### src/rtl/reu_dma_seq.sv
// REU DMA sequencer: paces stash/fetch/swap/verify transfers on PHI2 slots and
// drives the SDRAM controller commands plus the C64 bus read/write strobes.
module reu_dma_seq #(
  parameter int REU_AW = 24
) (
  input  logic              C8M,
  input  logic              nRESET,
  input  logic              PHI2,
  input  logic              START,
  input  logic [1:0]        MODE,
  input  logic              AUTOLOAD,
  input  logic              FIXC64,
  input  logic              FIXREU,
  input  logic [15:0]       BASEC64,
  input  logic [REU_AW-1:0] BASEREU,
  input  logic [15:0]       BASELEN,
  input  logic [7:0]        C64D,
  input  logic [7:0]        RDD,
  output logic              RDCMD,
  output logic              WRCMD,
  output logic [REU_AW-1:0] A,
  output logic [15:0]       C64A,
  output logic [15:0]       CURLEN,
  output logic              DMA,
  output logic              C64RD,
  output logic              C64WR,
  output logic              BUSY,
  output logic              DONE,
  output logic              VERR
);

  typedef enum logic [1:0] {S_IDLE, S_ARM, S_SLOT, S_FIN} state_t;
  typedef enum logic [1:0] {M_STASH, M_FETCH, M_SWAP, M_VERIFY} mode_t;
  typedef struct packed {
    logic rd;
    logic wr;
    logic c64rd;
    logic c64wr;
  } cmd_t;

  // Command set driven during a given phase of one byte.
  function automatic cmd_t phase_cmd(mode_t m, logic [1:0] p);
    cmd_t c;
    c = '0;
    case (m)
      M_STASH:  begin c.c64rd = 1'b1; c.wr = 1'b1; end
      M_FETCH:  if (p == 2'd0) c.rd = 1'b1; else c.c64wr = 1'b1;
      M_SWAP: begin
        if (p == 2'd0)      c.rd = 1'b1;
        else if (p == 2'd1) begin c.c64rd = 1'b1; c.wr = 1'b1; end
        else                c.c64wr = 1'b1;
      end
      M_VERIFY: if (p == 2'd0) c.rd = 1'b1; else c.c64rd = 1'b1;
      default:  c = '0;
    endcase
    return c;
  endfunction

  function automatic logic [1:0] last_phase(mode_t m);
    case (m)
      M_STASH: return 2'd0;
      M_SWAP:  return 2'd2;
      default: return 2'd1;
    endcase
  endfunction

  // PHI2 crosses into the C8M domain through two flops; a third holds history.
  logic phi_s1, phi_s2, phi_prev;
  logic rise, fall;

  always_ff @(posedge C8M or negedge nRESET) begin
    if (!nRESET) begin
      phi_s1   <= 1'b0;
      phi_s2   <= 1'b0;
      phi_prev <= 1'b0;
    end else begin
      // NOTE: non-blocking assignments make every flop sample the old value,
      // which is what turns these three lines into a shift register.
      phi_s1   <= PHI2;
      phi_s2   <= phi_s1;
      phi_prev <= phi_s2;
    end
  end

  assign rise = phi_s2 & ~phi_prev;
  assign fall = ~phi_s2 & phi_prev;

  state_t            state_q, state_d;
  mode_t             mode_q, mode_d;
  logic [1:0]        phase_q, phase_d;
  logic              arm_q, arm_d;
  logic              fixc_q, fixc_d, fixr_q, fixr_d, auto_q, auto_d;
  logic [REU_AW-1:0] a_q, a_d;
  logic [15:0]       c_q, c_d, len_q, len_d;
  cmd_t              cmd_q, cmd_d;
  logic              verr_q, verr_d, mism_q, mism_d;
  logic              live_q, live_d;

  always_ff @(posedge C8M or negedge nRESET) begin
    if (!nRESET) begin
      state_q <= S_IDLE;
      mode_q  <= M_STASH;
      phase_q <= 2'd0;
      arm_q   <= 1'b0;
      fixc_q  <= 1'b0;
      fixr_q  <= 1'b0;
      auto_q  <= 1'b0;
      a_q     <= '0;
      c_q     <= '0;
      len_q   <= '0;
      cmd_q   <= '0;
      verr_q  <= 1'b0;
      mism_q  <= 1'b0;
      live_q  <= 1'b1;
    end else begin
      state_q <= state_d;
      mode_q  <= mode_d;
      phase_q <= phase_d;
      arm_q   <= arm_d;
      fixc_q  <= fixc_d;
      fixr_q  <= fixr_d;
      auto_q  <= auto_d;
      a_q     <= a_d;
      c_q     <= c_d;
      len_q   <= len_d;
      cmd_q   <= cmd_d;
      verr_q  <= verr_d;
      mism_q  <= mism_d;
      live_q  <= live_d;
    end
  end

  always_comb begin
    // NOTE: every next-state variable starts from its held value so no path
    // through the case below can leave one unassigned and infer a latch.
    state_d = state_q;
    mode_d  = mode_q;
    phase_d = phase_q;
    arm_d   = arm_q;
    fixc_d  = fixc_q;
    fixr_d  = fixr_q;
    auto_d  = auto_q;
    a_d     = a_q;
    c_d     = c_q;
    len_d   = len_q;
    cmd_d   = cmd_q;
    verr_d  = verr_q;
    mism_d  = mism_q;
    live_d  = live_q;

    case (state_q)
      S_IDLE: begin
        if (START) begin
          state_d = S_ARM;
          mode_d  = mode_t'(MODE);
          fixc_d  = FIXC64;
          fixr_d  = FIXREU;
          auto_d  = AUTOLOAD;
          a_d     = BASEREU;
          c_d     = BASEC64;
          len_d   = BASELEN;
          arm_d   = 1'b0;
          cmd_d   = '0;
          verr_d  = 1'b0;
          mism_d  = 1'b0;
          live_d  = 1'b0;
        end
      end
      S_ARM: begin
        if (rise) begin
          if (arm_q) begin
            state_d = S_SLOT;
            phase_d = 2'd0;
            cmd_d   = phase_cmd(mode_q, 2'd0);
          end else begin
            arm_d = 1'b1;
          end
        end
      end
      S_SLOT: begin
        if (fall && mode_q == M_VERIFY && phase_q == 2'd1 && C64D != RDD) begin
          verr_d = 1'b1;
          mism_d = 1'b1;
        end
        if (rise) begin
          if (mism_q) begin
            // Pointers stay on the failing byte.
            state_d = S_FIN;
            cmd_d   = '0;
          end else if (phase_q == last_phase(mode_q)) begin
            if (!fixc_q) c_d = c_q + 16'd1;
            if (!fixr_q) a_d = a_q + REU_AW'(1);
            if (len_q == 16'd1) begin
              state_d = S_FIN;
              cmd_d   = '0;
            end else begin
              len_d   = len_q - 16'd1;
              phase_d = 2'd0;
              cmd_d   = phase_cmd(mode_q, 2'd0);
            end
          end else begin
            phase_d = phase_q + 2'd1;
            cmd_d   = phase_cmd(mode_q, phase_q + 2'd1);
          end
        end
      end
      S_FIN: begin
        state_d = S_IDLE;
        cmd_d   = '0;
        if (auto_q) live_d = 1'b1;
      end
      default: state_d = S_IDLE;
    endcase
  end

  // While idle after reset or an autoload, the base registers show through live.
  assign A      = live_q ? BASEREU : a_q;
  assign C64A   = live_q ? BASEC64 : c_q;
  assign CURLEN = live_q ? BASELEN : len_q;

  assign RDCMD = cmd_q.rd;
  assign WRCMD = cmd_q.wr;
  assign C64RD = cmd_q.c64rd;
  assign C64WR = cmd_q.c64wr;
  assign BUSY  = (state_q == S_ARM) || (state_q == S_SLOT);
  assign DMA   = BUSY;
  assign DONE  = (state_q == S_FIN);
  assign VERR  = verr_q;

endmodule

### config.mk
export PLATFORM = sky130hd
export DESIGN_NAME = reu_dma_seq
export DESIGN_NICKNAME = d
export VERILOG_FILES = /design/src/rtl/reu_dma_seq.sv
export SDC_FILE = /design/constraint.sdc
export NUM_CORES = 1
export LEC_CHECK = 0
export CORE_AREA = 2 2 115 117
export DETAILED_ROUTE_END_ITERATION = 7
export DIE_AREA = 0 0 117 119
export HOLD_SLACK_MARGIN = 0.03
export PLACE_DENSITY = 0.82
export REMOVE_ABC_BUFFERS = 1
export SYNTH_ARGS = -nofsm -noshare
export SYNTH_HDL_FRONTEND = slang
export SYNTH_SLANG_ARGS = --single-unit
export TNS_END_PERCENT = 20
### constraint.sdc
create_clock -name C8M -period 2.52 [get_ports C8M]
set_input_delay 0.504 -clock C8M [delete_from_list [all_inputs] [get_ports C8M]]
set_output_delay 0.504 -clock C8M [all_outputs]
set_load 0.1 [all_outputs]
== Word-level counts from Yosys, hierarchy flattened ==
Index checks and enable logic that the tools add are counted.

* Equal/unequal tests: 25
* Mux-type cells: 66
* Add/sub/neg operators: 4
* Bitwise logic cells: 4
* Reduce and logical (&&, ||, !) cells: 22

{| class="wikitable"
|+ Operators by type and width
! operator !! count
|-
| 16-bit two-way mux || 12
|-
| 24-bit two-way mux || 6
|-
| 16-bit one-hot mux with 2 select lines || 2
|-
| 24-bit one-hot mux with 2 select lines || 1
|-
| 2-bit two-way mux || 17
|-
| 6-bit AND reduction || 5
|-
| 4-bit two-way mux || 7
|-
| 24-bit by 1-bit adder with 24-bit output (second input constant) || 1
|-
| 2-bit != test (second input constant) || 10
|-
| 16-bit by 1-bit adder with 16-bit output (second input constant) || 1
|-
| 16-bit by 1-bit equality test with 1-bit output (second input constant) || 1
|-
| 4-bit one-hot mux with 4 select lines || 1
|-
| 16-bit by 1-bit subtractor with 16-bit output (second input constant) || 1
|-
| 1-bit two-way mux || 10
|-
| 1-bit one-hot mux with 2 select lines || 5
|-
| 3-bit != test (second input constant) || 3
|-
| 3-bit AND reduction || 3
|-
| 2-bit by 1-bit equality test with 1-bit output (second input constant) || 4
|-
| 2-bit equality test (second input constant) || 4
|-
| 8-bit != test || 1
|-
| 2-bit one-hot mux with 2 select lines || 2
|-
| 2-bit one-hot mux with 4 select lines || 1
|-
| 2-bit nonzero test || 4
|-
| 2-bit logical NOT || 3
|-
| 12 further kinds || 16
|}

* Output and inout bits: 64
* Flip-flop bits (word level): 75

== Depth between registers and ports, before layout ==
* Depth after elaboration: 10
* Mapped depth: 9

== Least setup slack after synthesis ==
Ideal clock, no wire load.

* Kind: reg2out
* From: register live_q
* To: output A[14]
* Stages on the path, launching flop included: 4
* Setup slack: -0.802 ns
* Data required time: 2.016 ns
* Path buffers: 2
* Data arrival time: 2.818 ns
* Cells stage by stage: dfstp_2 -> clkbuf_1 -> clkbuf_1 -> o21ai_0

* Word-level cells in the longest chain between the ends: 1

{| class="wikitable"
|+ RTL lines
! element !! line !! RTL
|-
| from (decl) || 97 || <nowiki>logic live_q, live_d;</nowiki>
|-
| from (signal assigned) || 129 || <nowiki>live_q <= live_d;</nowiki>
|-
| 24-bit two-way mux || 217 || <nowiki>assign A = live_q ? BASEREU : a_q;</nowiki>
|-
| to (decl) || 21 || <nowiki>output logic [REU_AW-1:0] A,</nowiki>
|}

No other way between the ends.

== Worst setup path in the final report ==
* From: register mode_q[0]
* To: register a_q[8]

* Word-level cells in the longest chain between the ends: 8

{| class="wikitable"
|+ RTL lines
! element !! line !! RTL
|-
| from (decl) || 89 || <nowiki>mode_t mode_q, mode_d;</nowiki>
|-
| from (signal assigned) || 117 || <nowiki>mode_q <= mode_d;</nowiki>
|-
| 2-bit equality test or 2-bit logical NOT (tied branches) || 60 || <nowiki>case (m)</nowiki>
|-
| 2-bit one-hot mux with 2 select lines * || 60 ||
|-
| 2-bit two-way mux * || 186 || <nowiki>if (mism_q) begin</nowiki>
|-
| 2-bit two-way mux * || 185 || <nowiki>if (rise) begin</nowiki>
|-
| 2-bit two-way mux * || 151 || <nowiki>case (state_q)</nowiki>
|-
| 2-bit equality test * || 190 || <nowiki>end else if (phase_q == last_phase(mode_q)) begin</nowiki>
|-
| 2-bit != test (no line) * || n/a ||
|-
| 6-bit AND reduction (no line) * || n/a ||
|-
| to (signal assigned) || 108 || <nowiki>a_q <= '0;</nowiki>
|-
| to (signal assigned) || 123 || <nowiki>a_q <= a_d;</nowiki>
|-
| to (decl) || 93 || <nowiki>logic [REU_AW-1:0] a_q, a_d;</nowiki>
|}

Every way passes the cells marked *; elsewhere a longest branch is shown, timed or not. The select of a mux whose other input is x is not followed.
A chain may end at the register's enable or synchronous reset.

==> impl_metrics.env <==
export IMPL_synth_edff_count=0
export IMPL_drc=0
export IMPL_worst_setup_path_type="reg2reg"
export IMPL_syn_area_per_cell_um2=9.10
export IMPL_nets=865
export IMPL_first_pass_iters=6
export IMPL_synth_main_ff_cell="dfrtp_1"
export IMPL_cts_hold_buffers=0
export IMPL_synth_async_reset_ratio_pct=100
export IMPL_ys_ff_latch=75
export IMPL_core_um2=12900
export IMPL_diodes=0
export IMPL_placedInstanceArea_um2=7900
export IMPL_routedWlPerCell_um=18.3
export IMPL_fin_skew_ps=7.78
export IMPL_slew_violations=0
export IMPL_startpoint="mode_q[0]"
export IMPL_clk_pin_slew_ps=60
export IMPL_antenna_left=0
export IMPL_period_needed_ps=2430
export IMPL_worst_pin_slew_ps=618
export IMPL_endpoint_kind="register"
export IMPL_start_util_pct=43.5
export IMPL_r2r_slack_ps=90
export IMPL_hp_class="in2async"
export IMPL_numCtsBuffers=9
export IMPL_post_route_period_util_pct=96.3
export IMPL_max_freq_mhz=412
export IMPL_synthToLayoutAreaGrowth_pct=47.3
export IMPL_die_x_um=117
export IMPL_synthTopCellsByArea="dfrtp_1 33%, mux2_2 11%, ha_1 3.8%"
export IMPL_synth_cell_types=77
export IMPL_grt_pass1_wl_um=28200
export IMPL_worstReg2RegStart="mode_q[0]"
export IMPL_grt_ovfl_total=0
export IMPL_die_h_um=119
export IMPL_via_per_inst=6.01
export IMPL_clockBufferDepth=2
export IMPL_dr_first_iter_drc_count=524
export IMPL_cts_tree="done"
export IMPL_hold_viol_final=0
export IMPL_die_area_um2=13900
export IMPL_routed_wl_um=17400
export IMPL_setup_viol=0
export IMPL_syn_cell_area_um2=5600
export IMPL_worst_ep_arrival_time_ps=2640
export IMPL_rsz0062_at_grt="no"
export IMPL_cap_violations=0
export IMPL_cp_max_fo=6
export IMPL_layout_drive_gt1_share_pct=25.5
export IMPL_status="complete, no violations"
export IMPL_htree_levels=3
export IMPL_synth_cells=615
export IMPL_r2r_end="a_q[8]"
export IMPL_routabilityCongestion=0.925
export IMPL_design_area_um2=8250
export IMPL_yosysTopAreaCell="dfrtp_1"
export IMPL_via_count=5699
export IMPL_num_io_pins=145
export IMPL_reg2reg_depth=9
export IMPL_cp_required_ps=2740
export IMPL_grt_usage_pct=25.2
export IMPL_grt_max_degree=45
export IMPL_worstSetupStartpointType="register"
export IMPL_cp_endpoint="a_q[8]"
export IMPL_dp_hpwl_um=12900
export IMPL_antenna_found_initial=0
export IMPL_seq_area_frac_synth_pct=33.5
export IMPL_cts_sink_count=75
export IMPL_synth_top_area_share_pct=33.1
export IMPL_yosysWarnings=0
export IMPL_clockRootBuffer="clkbuf_16"
export IMPL_clkLatencyLatePin_ps=340
export IMPL_port_buffers=144
export IMPL_slew_headroom_pct=58.5
export IMPL_rows=42
export IMPL_grt_pass1_vias=5742
## cells by family (layout without fill, tap and decap cells)
family	Yosys count	count (layout)	share of synthesized area (%)
compound gates	161	161	20.7
xor+xnor	11	11	1.72
fa+ha+maj	17	17	3.80
buf+inv	47	204	3.58
flops	75	75	33.5
mux	70	70	13.8
simple gates	234	234	22.9
## sequential cells by signal, indices dropped and copies added, names as in the netlist, 2 cells and up
| signal | cells |
|---|---|
| a_q | 24 |
| mode_q | 2 |
| len_q | 16 |
| c_q | 16 |
| state_q | 2 |
| phase_q | 2 |
## worst max-delay path, cell delays in order, from the launching register on
cell	delay [ps]
dfrtp_1	400
inv_1	190
ha_1	360
nand3b_1	240
o311ai_4	140
buf_4	180
and3_2	280
buf_4	170
a21boi_1	70
a221o_1	270
## metal layers
metal / routed length [µm] / share of wire, % / GRT usage, %
met5: 0 / 0 / 0
met4: 379 / 2.2 / 8.82
met3: 1000 / 5.8 / 4.38
met2: 8620 / 50 / 41.9
met1: 7350 / 42 / 32.8
## worst min path at each step
| stage | startpoint | end | slack (ps) | depth (start not counted) |
|---|---|---|---|---|
| finish | nRESET | c_q[14] | 150 | 1 |
| global route | nRESET | c_q[13] | 200 | 1 |
| CTS | nRESET | c_q[10] | 170 | 1 |
| detailed placement | phi_s1 | phi_s2 | 340 | 0 |
| global placement | phi_s1 | phi_s2 | 340 | 0 |
| floorplan | nRESET | C64RD | 210 | 0 |
## area by class of cell
| class | count | area (µm²) |
|---|---|---|
| Clock buffer | 11 | 243 |
| Clock inverter | 5 | 52.6 |
| Inverter | 13 | 48.8 |
| Fill cell | 1022 | 4630 |
| Sequential cell | 75 | 1880 |
| Timing Repair Buffer | 175 | 2260 |
| Tap cell | 176 | 220 |
| Multi-Input combinational cell | 493 | 3540 |
## per-stage QoR
stage / utilization [%] / hold slack, ps / TNS (ps) / cells / setup WS [ps]
after floorplan: - / 208 / -58700 / 581 / -1170
after global placement: 61.4 / 339 / 0 / 928 / 57.8
after detailed placement: 61.4 / 339 / -196 / 928 / -49.2
after CTS: 63.7 / 173 / 0 / 944 / 17.3
after global routing: 64.0 / 202 / 0 / 948 / 6.02
final: 64.0 / 152 / 0 / 948 / 93.2
## layout by cell type, fill, tap and decap left out, drive strengths merged, types with 5 or more instances in the layout
master	netlist	final
nand3	31	31
clkbuf	18	11
mux2	56	56
o22ai	12	12
nand2b	5	5
buf	16	96
nor3	28	28
nand4	9	9
a21boi	10	10
mux2i	14	14
nor4	12	12
o21ai	37	37
nand4b	6	6
and4	10	10
nand2	55	55
a221o	11	11
ha	17	17
inv	13	13
a22oi	8	8
nor2	45	45
and3	9	9
dfrtp	74	74
a21o	5	5
a21oi	29	29
clkdlybuf4s50	0	79
a2bb2oi	6	6
xor2	9	9
## synth_stat cells (all sizes together), types with 3 or more instances
library cell  count
a311oi            3
or4               4
nand2            55
dfrtp            74
a211oi            3
o21ai            37
buf              16
or3               4
and3              9
nor2             45
mux2             56
nand2b            5
nand4             9
nor3             28
o22ai            12
and4             10
nand3            31
and2              4
a221o            11
o31ai             4
o32ai             4
inv              13
nor2b             3
a21o              5
nor4             12
a21oi            29
o31a              4
o211ai            4
xor2              9
a22oi             8
a21boi           10
mux2i            14
ha               17
nand4b            6
clkbuf           18
a2bb2oi           6
## timing repair
action / 4_1_cts / 5_1_grt
endpoints found under the setup margin: 0 / 17
buffers inserted: 0 / 4
gates resized for setup: 0 / 5
Power is not shown: default switching activity piles up to over one toggle a cycle in this logic, so the estimate is an artifact.
